===== config.mk =====
export PLATFORM = sky130hd
export DESIGN_NAME = jtcps1_sdram_sched
export DESIGN_NICKNAME = d
export VERILOG_FILES = /design/src/rtl/jtcps1_sdram_pkg.sv /design/src/rtl/jtcps1_sdram_rr.sv /design/src/rtl/jtcps1_sdram_sched.sv
export SDC_FILE = /design/constraint.sdc
export NUM_CORES = 1
export LEC_CHECK = 0
export ABC_AREA = 0
export BUFFER_PORTS_ARGS = -buffer_cell sky130_fd_sc_hd__buf_2
export CORE_AREA = 8 8 114 116
export DETAILED_ROUTE_END_ITERATION = 10
export DIE_AREA = 0 0 122 124
export PLACE_DENSITY = 0.85
export SLEW_MARGIN = 20
export SYNTH_ARGS = -nofsm -noshare
export SYNTH_HDL_FRONTEND = slang
export SYNTH_SLANG_ARGS = --single-unit
export TNS_END_PERCENT = 5

===== constraint.sdc =====
create_clock -name clk -period 6.63 [get_ports clk]
set_input_delay 0.3315 -clock clk [delete_from_list [all_inputs] [get_ports clk]]
set_output_delay 0.3315 -clock clk [all_outputs]
set_load 0.005 [all_outputs]

===== src/rtl/jtcps1_sdram_pkg.sv =====
// Shared types for the CPS1 SDRAM scheduler: FSM states, bank indices, command record.
package jtcps1_sdram_pkg;

    typedef enum logic [1:0] {
        IDLE  = 2'd0,
        ISSUE = 2'd1,
        RFSH  = 2'd2
    } state_e;

    localparam logic [1:0] BA_MAIN = 2'd0;
    localparam logic [1:0] BA_PCM  = 2'd1;
    localparam logic [1:0] BA_OBJ2 = 2'd2;
    localparam logic [1:0] BA_GFX  = 2'd3;

    // Address travels separately because its width is a parameter of the top.
    typedef struct packed {
        logic [1:0]  ba;
        logic        wr;
        logic        rfsh;
        logic        prog;
        logic [15:0] din;
        logic [1:0]  mask;
    } cmd_t;

endpackage


===== src/rtl/jtcps1_sdram_rr.sv =====
// Combinational 4-way picker: requests in prio_i win first (lowest index),
// otherwise round-robin over the rest starting at ptr_i.
module jtcps1_sdram_rr (
    input  logic [3:0] req_i,
    input  logic [3:0] prio_i,
    input  logic [1:0] ptr_i,
    output logic       gnt_vld_o,
    output logic [1:0] gnt_idx_o,
    output logic       gnt_prio_o
);
    logic [3:0] hi_req;
    logic [3:0] lo_req;
    logic [1:0] cand;

    assign hi_req = req_i & prio_i;
    assign lo_req = req_i & ~prio_i;

    always_comb begin
        gnt_vld_o  = |req_i;
        gnt_prio_o = |hi_req;
        gnt_idx_o  = 2'd0;
        cand       = 2'd0;
        if (|hi_req) begin
            for (int i = 3; i >= 0; i--) begin
                if (hi_req[i]) gnt_idx_o = 2'(i);
            end
        end else begin
            // Scanned backwards so the candidate closest to ptr_i is the last write.
            for (int k = 3; k >= 0; k--) begin
                cand = ptr_i + 2'(k);
                if (lo_req[cand]) gnt_idx_o = cand;
            end
        end
    end

endmodule


===== src/rtl/jtcps1_sdram_sched.sv =====
// Four-bank SDRAM command scheduler with refresh insertion and tagged read return.
// Grant reaches cmd_valid one cycle after request; cmd_* held until cmd_ready, ack one cycle after handshake.
module jtcps1_sdram_sched
    import jtcps1_sdram_pkg::*;
#(
    parameter int AW       = 23,
    parameter int BA0_PRIO = 1,
    parameter int RFSH_GAP = 64
) (
    input  logic          clk,
    input  logic          rst_n,
    input  logic [3:0]    ba_rd,
    input  logic          ba0_wr,
    input  logic [AW-1:0] ba0_addr,
    input  logic [AW-1:0] ba1_addr,
    input  logic [AW-1:0] ba2_addr,
    input  logic [AW-1:0] ba3_addr,
    input  logic [15:0]   ba0_din,
    input  logic [1:0]    ba0_din_m,
    input  logic          prog_we,
    input  logic [AW-1:0] prog_addr,
    input  logic [15:0]   prog_data,
    input  logic [1:0]    prog_mask,
    input  logic [1:0]    prog_ba,
    output logic          prog_rdy,
    input  logic          refresh_en,
    output logic [3:0]    ba_ack,
    output logic [3:0]    ba_rdy,
    output logic [31:0]   data_read,
    output logic          cmd_valid,
    input  logic          cmd_ready,
    output logic [1:0]    cmd_ba,
    output logic [AW-1:0] cmd_addr,
    output logic          cmd_wr,
    output logic          cmd_rfsh,
    output logic [15:0]   cmd_din,
    output logic [1:0]    cmd_mask,
    input  logic          rsp_valid,
    input  logic [1:0]    rsp_ba,
    input  logic [31:0]   rsp_data
);
    localparam logic [3:0] PRIO_MASK = (BA0_PRIO != 0) ? 4'b0001 : 4'b0000;

    state_e        state_q, state_d;
    cmd_t          cmd_q, cmd_d;
    logic [AW-1:0] addr_q, addr_d;
    logic [3:0]    pend_q, pend_d;
    logic [1:0]    ptr_q, ptr_d;
    logic [7:0]    gap_q, gap_d;
    logic          err_q, err_d;
    logic [3:0]    ack_q, ack_d;
    logic [3:0]    rdy_q, rdy_d;
    logic          prog_rdy_q, prog_rdy_d;
    logic [31:0]   data_q, data_d;

    logic [3:0]    pend_eff;
    logic          rsp_hit;
    logic [3:0]    elig;
    logic          gnt_vld;
    logic [1:0]    gnt_idx;
    logic          gnt_prio;
    logic [AW-1:0] gnt_addr;

    // A response retires its bank before this cycle's arbitration looks at it.
    always_comb begin
        rsp_hit  = rsp_valid & pend_q[rsp_ba];
        pend_eff = pend_q;
        if (rsp_hit) pend_eff[rsp_ba] = 1'b0;
        elig = {ba_rd[3:1], ba_rd[0] | ba0_wr} & ~pend_eff;
    end

    jtcps1_sdram_rr u_rr (
        .req_i      (elig),
        .prio_i     (PRIO_MASK),
        .ptr_i      (ptr_q),
        .gnt_vld_o  (gnt_vld),
        .gnt_idx_o  (gnt_idx),
        .gnt_prio_o (gnt_prio)
    );

    always_comb begin
        case (gnt_idx)
            BA_MAIN: gnt_addr = ba0_addr;
            BA_PCM:  gnt_addr = ba1_addr;
            BA_OBJ2: gnt_addr = ba2_addr;
            default: gnt_addr = ba3_addr;
        endcase
    end

    always_comb begin
        state_d    = state_q;
        cmd_d      = cmd_q;
        addr_d     = addr_q;
        pend_d     = pend_eff;
        ptr_d      = ptr_q;
        gap_d      = (gap_q != 8'd0) ? gap_q - 8'd1 : 8'd0;
        err_d      = err_q | (rsp_valid & ~rsp_hit);
        ack_d      = 4'b0000;
        rdy_d      = 4'b0000;
        prog_rdy_d = 1'b0;
        data_d     = data_q;

        if (rsp_hit) begin
            rdy_d  = 4'b0001 << rsp_ba;
            data_d = rsp_data;
        end

        case (state_q)
            IDLE: begin
                if (prog_we) begin
                    cmd_d.ba   = prog_ba;
                    cmd_d.wr   = 1'b1;
                    cmd_d.rfsh = 1'b0;
                    cmd_d.prog = 1'b1;
                    cmd_d.din  = prog_data;
                    cmd_d.mask = prog_mask;
                    addr_d     = prog_addr;
                    state_d    = ISSUE;
                end else if (refresh_en && gap_q == 8'd0 && pend_eff == 4'b0000) begin
                    cmd_d      = '0;
                    cmd_d.rfsh = 1'b1;
                    addr_d     = '0;
                    state_d    = RFSH;
                end else if (gnt_vld) begin
                    cmd_d      = '0;
                    cmd_d.ba   = gnt_idx;
                    cmd_d.wr   = (gnt_idx == BA_MAIN) & ba0_wr;
                    if (cmd_d.wr) begin
                        cmd_d.din  = ba0_din;
                        cmd_d.mask = ba0_din_m;
                    end
                    addr_d  = gnt_addr;
                    state_d = ISSUE;
                    // Priority wins for bank 0 leave the 1-3 rotation where it was.
                    if (!gnt_prio) ptr_d = gnt_idx + 2'd1;
                end
            end
            ISSUE: begin
                if (cmd_ready) begin
                    state_d = IDLE;
                    if (cmd_q.prog) begin
                        prog_rdy_d = 1'b1;
                    end else begin
                        ack_d = 4'b0001 << cmd_q.ba;
                        if (!cmd_q.wr) pend_d[cmd_q.ba] = 1'b1;
                    end
                    cmd_d  = '0;
                    addr_d = '0;
                end
            end
            RFSH: begin
                if (cmd_ready) begin
                    state_d = IDLE;
                    gap_d   = 8'(RFSH_GAP - 1);
                    cmd_d   = '0;
                end
            end
            default: state_d = IDLE;
        endcase
    end

    always_ff @(posedge clk or negedge rst_n) begin
        if (!rst_n) begin
            state_q    <= IDLE;
            cmd_q      <= '0;
            addr_q     <= '0;
            pend_q     <= 4'b0000;
            ptr_q      <= 2'd1;
            gap_q      <= 8'd0;
            err_q      <= 1'b0;
            ack_q      <= 4'b0000;
            rdy_q      <= 4'b0000;
            prog_rdy_q <= 1'b0;
            data_q     <= 32'd0;
        end else begin
            state_q    <= state_d;
            cmd_q      <= cmd_d;
            addr_q     <= addr_d;
            pend_q     <= pend_d;
            ptr_q      <= ptr_d;
            gap_q      <= gap_d;
            err_q      <= err_d;
            ack_q      <= ack_d;
            rdy_q      <= rdy_d;
            prog_rdy_q <= prog_rdy_d;
            data_q     <= data_d;
        end
    end

    assign cmd_valid = (state_q != IDLE);
    assign cmd_ba    = cmd_q.ba;
    assign cmd_addr  = addr_q;
    assign cmd_wr    = cmd_q.wr;
    assign cmd_rfsh  = cmd_q.rfsh;
    assign cmd_din   = cmd_q.din;
    assign cmd_mask  = cmd_q.mask;
    assign ba_ack    = ack_q;
    assign ba_rdy    = rdy_q;
    assign prog_rdy  = prog_rdy_q;
    assign data_read = data_q;

endmodule


# After elaboration in Yosys (flattened, before gate mapping)
# Cells that the tools add are included.
dict set report word_totals {
  out_inout_bits 87
  in_bits 198
  register_bits 103
  elab_cells 116
}
dict set report op_classes {
  n_bitwise 11
  n_reduce_logical 18
  muxes 50
  n_shift 2
  magnitude_cmp 8
  eq_ne 7
  add_sub_neg 5
}
# operator n
set op_table {}
lappend op_table {{23-bit 2-to-1 mux} 7}
lappend op_table {{23-bit one-hot mux with 2 select lines} 2}
lappend op_table {{23-bit one-hot mux with 3 select lines} 1}
lappend op_table {{4-bit 2-to-1 mux} 9}
lappend op_table {{8-bit 2-to-1 mux} 3}
lappend op_table {{2-bit by 3-bit < comparator with 1-bit output, second input constant} 6}
lappend op_table {{18-bit 2-to-1 mux} 1}
lappend op_table {{2-bit 2-to-1 mux} 9}
lappend op_table {{1-bit binary-select mux with 2-bit select} 5}
lappend op_table {{1-bit 2-to-1 mux} 10}
lappend op_table {{4-bit bitwise AND} 2}
lappend op_table {{8-bit zero test} 1}
lappend op_table {{4-bit NOT} 2}
lappend op_table {{8-bit nonzero test} 1}
lappend op_table {{1-bit by 2-bit << shifter with 4-bit output, first input constant} 2}
lappend op_table {{8-bit by 1-bit subtractor with 8-bit output, second input constant} 1}
lappend op_table {{3-bit AND reduction} 2}
lappend op_table {{2-bit nonzero test} 3}
lappend op_table {{5-bit AND reduction} 1}
lappend op_table {{2-bit by 1-bit adder with 2-bit output, second input constant} 2}
lappend op_table {{2-bit adder, second input constant} 2}
lappend op_table {{1-bit demux with 2-bit select} 2}
lappend op_table {{2-bit by 1-bit equality test with 1-bit output, second input constant} 2}
lappend op_table {{2-bit equality test, second input constant} 2}
lappend op_table {{15 further kinds} 23}

# Logic depth before layout (Yosys ltp)
dict set report logic_depth {
  word_depth 23
  ltp_mapped 12
  depth_no_buf 9
}

# Hierarchy
# Synthesis repeated with hierarchy kept, for this count alone.
dict set report unflattened {
  hier_cells 504
  hier_area_um2 5602.9
}
# mod instances cells_per_inst area_each_um2 seq_area_each_um2
set by_module_without_submodules {}
lappend by_module_without_submodules {jtcps1_sdram_sched 1 468 5367.6 2578.7}
lappend by_module_without_submodules {jtcps1_sdram_rr 1 36 235.2 0.0}

# Worst setup path after synthesis
# No wires, ideal clock.
dict set report synth_timing {
  kind {input-to-reg}
  startpoint {input rsp_ba[1]}
  endpoint {register addr_q[19] (netlist: cmd_addr[19])}
  n_path_buf 2
  t_required_ps 6504
  stages 11
  arrival_ps 2717
  setup_time_ps 126
  setup_slack_ps 3787
  path_cell_list {buf_6 -> nand3b_1 -> a211oi_1 -> a211oi_1 -> nor3b_1 -> inv_1 -> ha_1 -> clkbuf_1 -> a222oi_1 -> o21ai_0 -> a221o_1}
}
dict set report synth_via {
  elab_chain_len 22
  elab_cells_between_ends 39
  cone_classes {order compare (2); eq/ne (3); mux (23); bitwise (5); reduce/logical (6)}
}
# element line
set synth_lines {}
lappend synth_lines {{start: declaration} jtcps1_sdram_sched.sv:39} ;# input logic [1:0] rsp_ba,
lappend synth_lines {{2-bit by 3-bit < comparator with 1-bit output (not written as such) or 2-bit by 1-bit greater-or-equal comparator with 1-bit output (tied branches)} jtcps1_sdram_sched.sv:68} ;# if (rsp_hit) pend_eff[rsp_ba] = 1'b0;
lappend synth_lines {{1-bit logical AND (not written as such)} jtcps1_sdram_sched.sv:68}
lappend synth_lines {{1-bit 2-to-1 mux (not written as such)} jtcps1_sdram_sched.sv:68}
lappend synth_lines {{1-bit demux with 2-bit select} jtcps1_sdram_sched.sv:68}
lappend synth_lines {{4-bit NOT (no line)} -}
lappend synth_lines {{4-bit bitwise AND (no line)} -}
lappend synth_lines {{4-bit 2-to-1 mux *} jtcps1_sdram_sched.sv:68}
lappend synth_lines {{4-bit NOT} jtcps1_sdram_sched.sv:69} ;# elig = {ba_rd[3:1], ba_rd[0] | ba0_wr} & ~pend_eff;
lappend synth_lines {{[3 not listed]} -}
lappend synth_lines {{2-bit 2-to-1 mux (4 in series)} jtcps1_sdram_rr.sv:31} ;# if (lo_req[cand]) gnt_idx_o = cand;
lappend synth_lines {{2-bit 2-to-1 mux} jtcps1_sdram_rr.sv:23} ;# if (|hi_req) begin
lappend synth_lines {{2-bit equality test, or another cell as far along} jtcps1_sdram_sched.sv:82} ;# case (gnt_idx)
lappend synth_lines {{23-bit one-hot mux with 3 select lines} jtcps1_sdram_sched.sv:82}
lappend synth_lines {{23-bit 2-to-1 mux} jtcps1_sdram_sched.sv:124} ;# end else if (gnt_vld) begin
lappend synth_lines {{23-bit 2-to-1 mux} jtcps1_sdram_sched.sv:119} ;# end else if (refresh_en && gap_q == 8'd0 && pend_eff == 4'b0000) begin
lappend synth_lines {{23-bit 2-to-1 mux} jtcps1_sdram_sched.sv:110} ;# if (prog_we) begin
lappend synth_lines {{23-bit one-hot mux with 2 select lines} jtcps1_sdram_sched.sv:108} ;# case (state_q)
lappend synth_lines {{end signal: assignment} jtcps1_sdram_sched.sv:178} ;# addr_q <= addr_d;
lappend synth_lines {{end: declaration} jtcps1_sdram_sched.sv:46} ;# logic [AW-1:0] addr_q, addr_d;
# Mark *: on every way between the ends. The rest lies on a longest branch, timed or not. The select of a mux whose other input is x is not followed.
# A chain may end at the register's enable or synchronous reset.

# Final worst setup path
dict set report layout_timing {
  startpoint {register pend_q[1]}
  endpoint {register cmd_q, in the netlist cmd_din[6]}
}
dict set report layout_via {
  elab_chain_len 20
  elab_cells_between_ends 32
  cone_classes {eq/ne (1); mux (21); bitwise (5); reduce/logical (5)}
}
# element line
set layout_lines {}
lappend layout_lines {{start: declaration} jtcps1_sdram_sched.sv:47} ;# logic [3:0] pend_q, pend_d;
lappend layout_lines {{start signal: assignment} jtcps1_sdram_sched.sv:179} ;# pend_q <= pend_d;
lappend layout_lines {{1-bit binary-select mux with 2-bit select} jtcps1_sdram_sched.sv:66} ;# rsp_hit = rsp_valid & pend_q[rsp_ba];
lappend layout_lines {{1-bit 2-to-1 mux (not written as such)} jtcps1_sdram_sched.sv:66}
lappend layout_lines {{1-bit bitwise AND} jtcps1_sdram_sched.sv:66}
lappend layout_lines {{4-bit 2-to-1 mux *} jtcps1_sdram_sched.sv:68}
lappend layout_lines {{4-bit NOT} jtcps1_sdram_sched.sv:69}
lappend layout_lines {{4-bit bitwise AND} jtcps1_sdram_sched.sv:69}
lappend layout_lines {{1-bit binary-select mux with 2-bit select} jtcps1_sdram_rr.sv:31}
lappend layout_lines {{1-bit 2-to-1 mux (not written as such)} jtcps1_sdram_rr.sv:31}
lappend layout_lines {{2-bit 2-to-1 mux (4 in series)} jtcps1_sdram_rr.sv:31}
lappend layout_lines {{2-bit 2-to-1 mux} jtcps1_sdram_rr.sv:23}
lappend layout_lines {{2-bit zero test} jtcps1_sdram_sched.sv:127} ;# cmd_d.wr = (gnt_idx == BA_MAIN) & ba0_wr;
lappend layout_lines {{1-bit bitwise AND} jtcps1_sdram_sched.sv:127}
lappend layout_lines {{18-bit 2-to-1 mux} jtcps1_sdram_sched.sv:128} ;# if (cmd_d.wr) begin
lappend layout_lines {{23-bit 2-to-1 mux} jtcps1_sdram_sched.sv:124}
lappend layout_lines {{23-bit 2-to-1 mux} jtcps1_sdram_sched.sv:119}
lappend layout_lines {{23-bit 2-to-1 mux} jtcps1_sdram_sched.sv:110}
lappend layout_lines {{23-bit one-hot mux with 2 select lines} jtcps1_sdram_sched.sv:108}
lappend layout_lines {{end signal: assignment} jtcps1_sdram_sched.sv:177} ;# cmd_q <= cmd_d;
lappend layout_lines {{end: declaration} jtcps1_sdram_sched.sv:45} ;# cmd_t cmd_q, cmd_d;
# Marked as above.

==> metrics.csv <==
stage;metric;value;unit
outcome;outcome;complete, no violations;
synthesis;Syn. warnings;0;
synthesis;cell taking the most area after synthesis;dfrtp_1;
floorplan;I/O pin count;285;
flow_run;MaxCap Viol Count;0;
placed_design;Port-buffer cells;284;
clocking;Max clock buf depth;2;
synthesis;main combinational cell family by area after synthesis;compound AO/OA/AOI/OAI gates;
cells_and_area;leading cell types in the layout, fill and taps excluded;buf_2 (283), dfrtp_1 (102), a221o_1 (44);
critical_path;critical path capture point type;flop;
floorplan;die height;124;µm
grt;initial antenna violation count;1;
floorplan;core area;11170;µm²
floorplan;standard-cell row count;39;
clocking;CTS resizes;0;
drt;met2 wire len;8600;µm
sta;max_slew headroom;37.53;%
synthesis;XOR/XNOR share of the synthesized area;0.6504;%
cells_and_area;P&R area growth vs syn;30.01;%
grt;largest net degree at the start of global routing;62;
sta;Final Max Slew Viols;0;
sta;clk_skew;0.008604;ns
floorplan;die width;122;µm
drt;Via density;5.658;
synthesis;post-synthesis cell area;5386;µm²
drt;First-pass DRT Iterations;8;
clocking;H-tree levels;3;
critical_path;Startpoint Class;flop;
synthesis;ranking of synthesized cells by area;dfrtp_1 (47%), a221o_1 (8.2%), mux2_2 (6.9%);
drt;WL/cell;20.18;µm
clocking;CTS clock-pin slew for the worst setup and hold paths;0.07;ns
sta;slew at the pin closest to its max-slew limit;0.9301;ns
placed_design;Cells after DPL;857;
cells_and_area;share of layout cells above drive strength 1;48.70;%
power_and_ir_drop;Leak;3.589;nW
critical_path;WS Path Type;flop to flop;
drt;total number of vias;4951;
clocking;root buffer cell;clkbuf_16;
sta;fin crit share;51.33;%
clocking;# clock sinks;103;
cells_and_area;fin util;62.67;%
synthesis;Gate Count Post-Synth;478;
sta;unrepaired setup endpoints after global routing;false;
synthesis;syn_nets;685;
cells_and_area;commonest non-fill, non-tap cell in the layout;buf_2;
placed_design;DP HPWL;14210;µm
synthesis;compound-gate portion of the synthesized area;19.79;%
synthesis;Synth Area per Inst;11.27;µm²
drt;final wirelength;17660;µm
cells_and_area;Final nets;933;
drt;Final ANT Viol Nets;0;
grt;global-route wire length before repair;26570;µm
clocking;CTS tree;built;
synthesis;mux cell area share after synthesis;8.153;%
floorplan;die area;15130;µm²
sta;FMAX;293.8;MHz
synthesis;ys flop type;dfrtp_1;
cells_and_area;fin cells;875;
grt;vias in the first global route;5197;
drt;highest routing layer actually used;met4;
worst_hold_path;Worst Hold Class;input port to flop;
grt;gr usage total;22.25;%
sta;Final setup viols;0;
critical_path;worst-path maximum fanout;24;
floorplan;initial cell density of the core;48.20;%
drt;met1 WL;6713;µm
placed_design;GPL Wtd Cong;0.9215;
power_and_ir_drop;Final Power;0.002630;W
synthesis;fraction of the yosys area taken by sequential cells;47.87;%
critical_path;worst path required time;6.91;ns
power_and_ir_drop;Pwr per Cell Area;375.6;nW/µm²
drt;Iteration-0 DRC Markers;493;
clocking;cts bufs inserted;9;
drt;DRC;0;
sta;Hold Fails Final Rpt;0;
synthesis;Synth top area share;47.39;%
sta;setup TNS;0;ns
drt;met3 WL;1704;µm
synthesis;Yosys cell types;54;
synthesis;simple-gate area share of the yosys netlist;14.36;%
critical_path;crit path DAT;3.68;ns
sta;minimum clock period;3.403;ns
synthesis;FFs w/ async S/R, synth;100.0;%
clocking;Worst-Skew Late Latency;0.34;ns
grt;GRT overflow;0;
synthesis;post-synthesis register bit count;103;
power_and_ir_drop;worst vdd ir;0.0002319;V
synthesis;Synth Area in Adders;2.091;%
synthesis;EDFF count, synth;0;
==> layer usage <==
metal / GRT usage (%) / up-vias
li1: - / 2289
met2: 37.72 / 298
met5: 0 / -
met4: 11.49 / 0
met3: 6.210 / 41
met1: 25.32 / 2323
==> flip-flops by register name, summed over array words and instances, names as in the netlist, 4 cells and up <==
name	flops
cmd_din	16
data_read	32
gap_q	8
ba_rdy	4
ba_ack	4
cmd_addr	23
pend_q	4
==> final cells by class <==
cell class              count  area, µm²
multi-input cells         311       2451
repair buffers            288       1460
flip-flops and latches    103       2579
inverters                  13      48.80
clock buffers               9      225.2
fillers                   880       4172
clock inverters             7      57.56
diodes                      1      2.502
well taps                 143      178.9
==> cell usage after synthesis, drive strengths merged, types with 2 or more instances <==
library cell	instances
dfrtp	102
a221o	44
o21ai	38
nand2	36
mux2	34
buf	33
and2	24
a222oi	23
and3	23
clkbuf	18
inv	13
nor2	13
ha	9
nor4	7
a21oi	5
nand2b	5
nand3	5
nor3	5
nor3b	4
mux2i	3
o31ai	3
xnor2	3
a211oi	2
a21boi	2
a21o	2
nand3b	2
o2bb2ai	2
or2	2
or4	2
==> through the flow <==
stage,instance area [µm²],worst slack [ns],hold slack [ns]
detailed placement,6696,2.983,0.3512
finish,7003,3.227,0.2126
global placement,6685,3.116,0.3437
CTS,6989,3.214,0.1993
floorplan,5386,3.787,0.03591
global route,7003,2.864,0.2122
==> worst max-delay path, cell delays in order (launching register included) <==
cell	delay (ns)
dfrtp_1	0.49
a211oi_1	0.16
a211oi_1	0.33
nor3b_1	0.17
inv_1	0.12
ha_1	0.74
nand3_1	0.29
nor4_4	0.77
a221o_1	0.28
==> logic make-up (layout without fill, tap and decap cells) <==
logic type | count (synthesis) | after routing
xor gates and xnor gates | 4 | 4
other | 0 | 1
buffers and inverters | 64 | 317
DFF | 103 | 103
muxes | 38 | 38
and+or+nand+nor | 134 | 134
AOI/OAI and AO/OA | 126 | 126
adders and majority gates | 9 | 9
==> power breakdown <==
part	switching [W]	leakage (nW)	internal, W
clock	0.000233	0.128	0.000258
combinational	0.000583	2.17	0.000549
sequential	0.000151	1.29	0.000856
total	0.000967	3.59	0.00166
==> worst paths after layout <==
| check | startpoint | endpoint | slack [ns] | depth (start not counted) |
|---|---|---|---|---|
| max in group asynchronous | rst_n | data_read[23]$_DFFE_PN0P_ | 4.96 | 3 |
| hold reg to reg | cmd_rfsh$_DFFE_PN0P_ | cmd_rfsh$_DFFE_PN0P_ | 0.48 | 1 |
| setup reg to reg | pend_q[1]$_DFF_PN0_ | cmd_din[6]$_DFFE_PN0P_ | 3.23 | 8 |
| min in group asynchronous | rst_n | data_read[9]$_DFFE_PN0P_ | 0.53 | 2 |
| setup / recovery | pend_q[1]$_DFF_PN0_ | cmd_din[6]$_DFFE_PN0P_ | 3.23 | 8 |
| hold / removal | ba0_din_m[0] | cmd_mask[0]$_DFFE_PN0P_ | 0.21 | 2 |
==> timing repair <==
action,CTS,global route
hold endpoints to repair,41,0
buffers inserted,0,0
setup endpoints to repair,0,0
hold buffers,1,0
No activity file was read; power rests on OpenSTA's default activity.
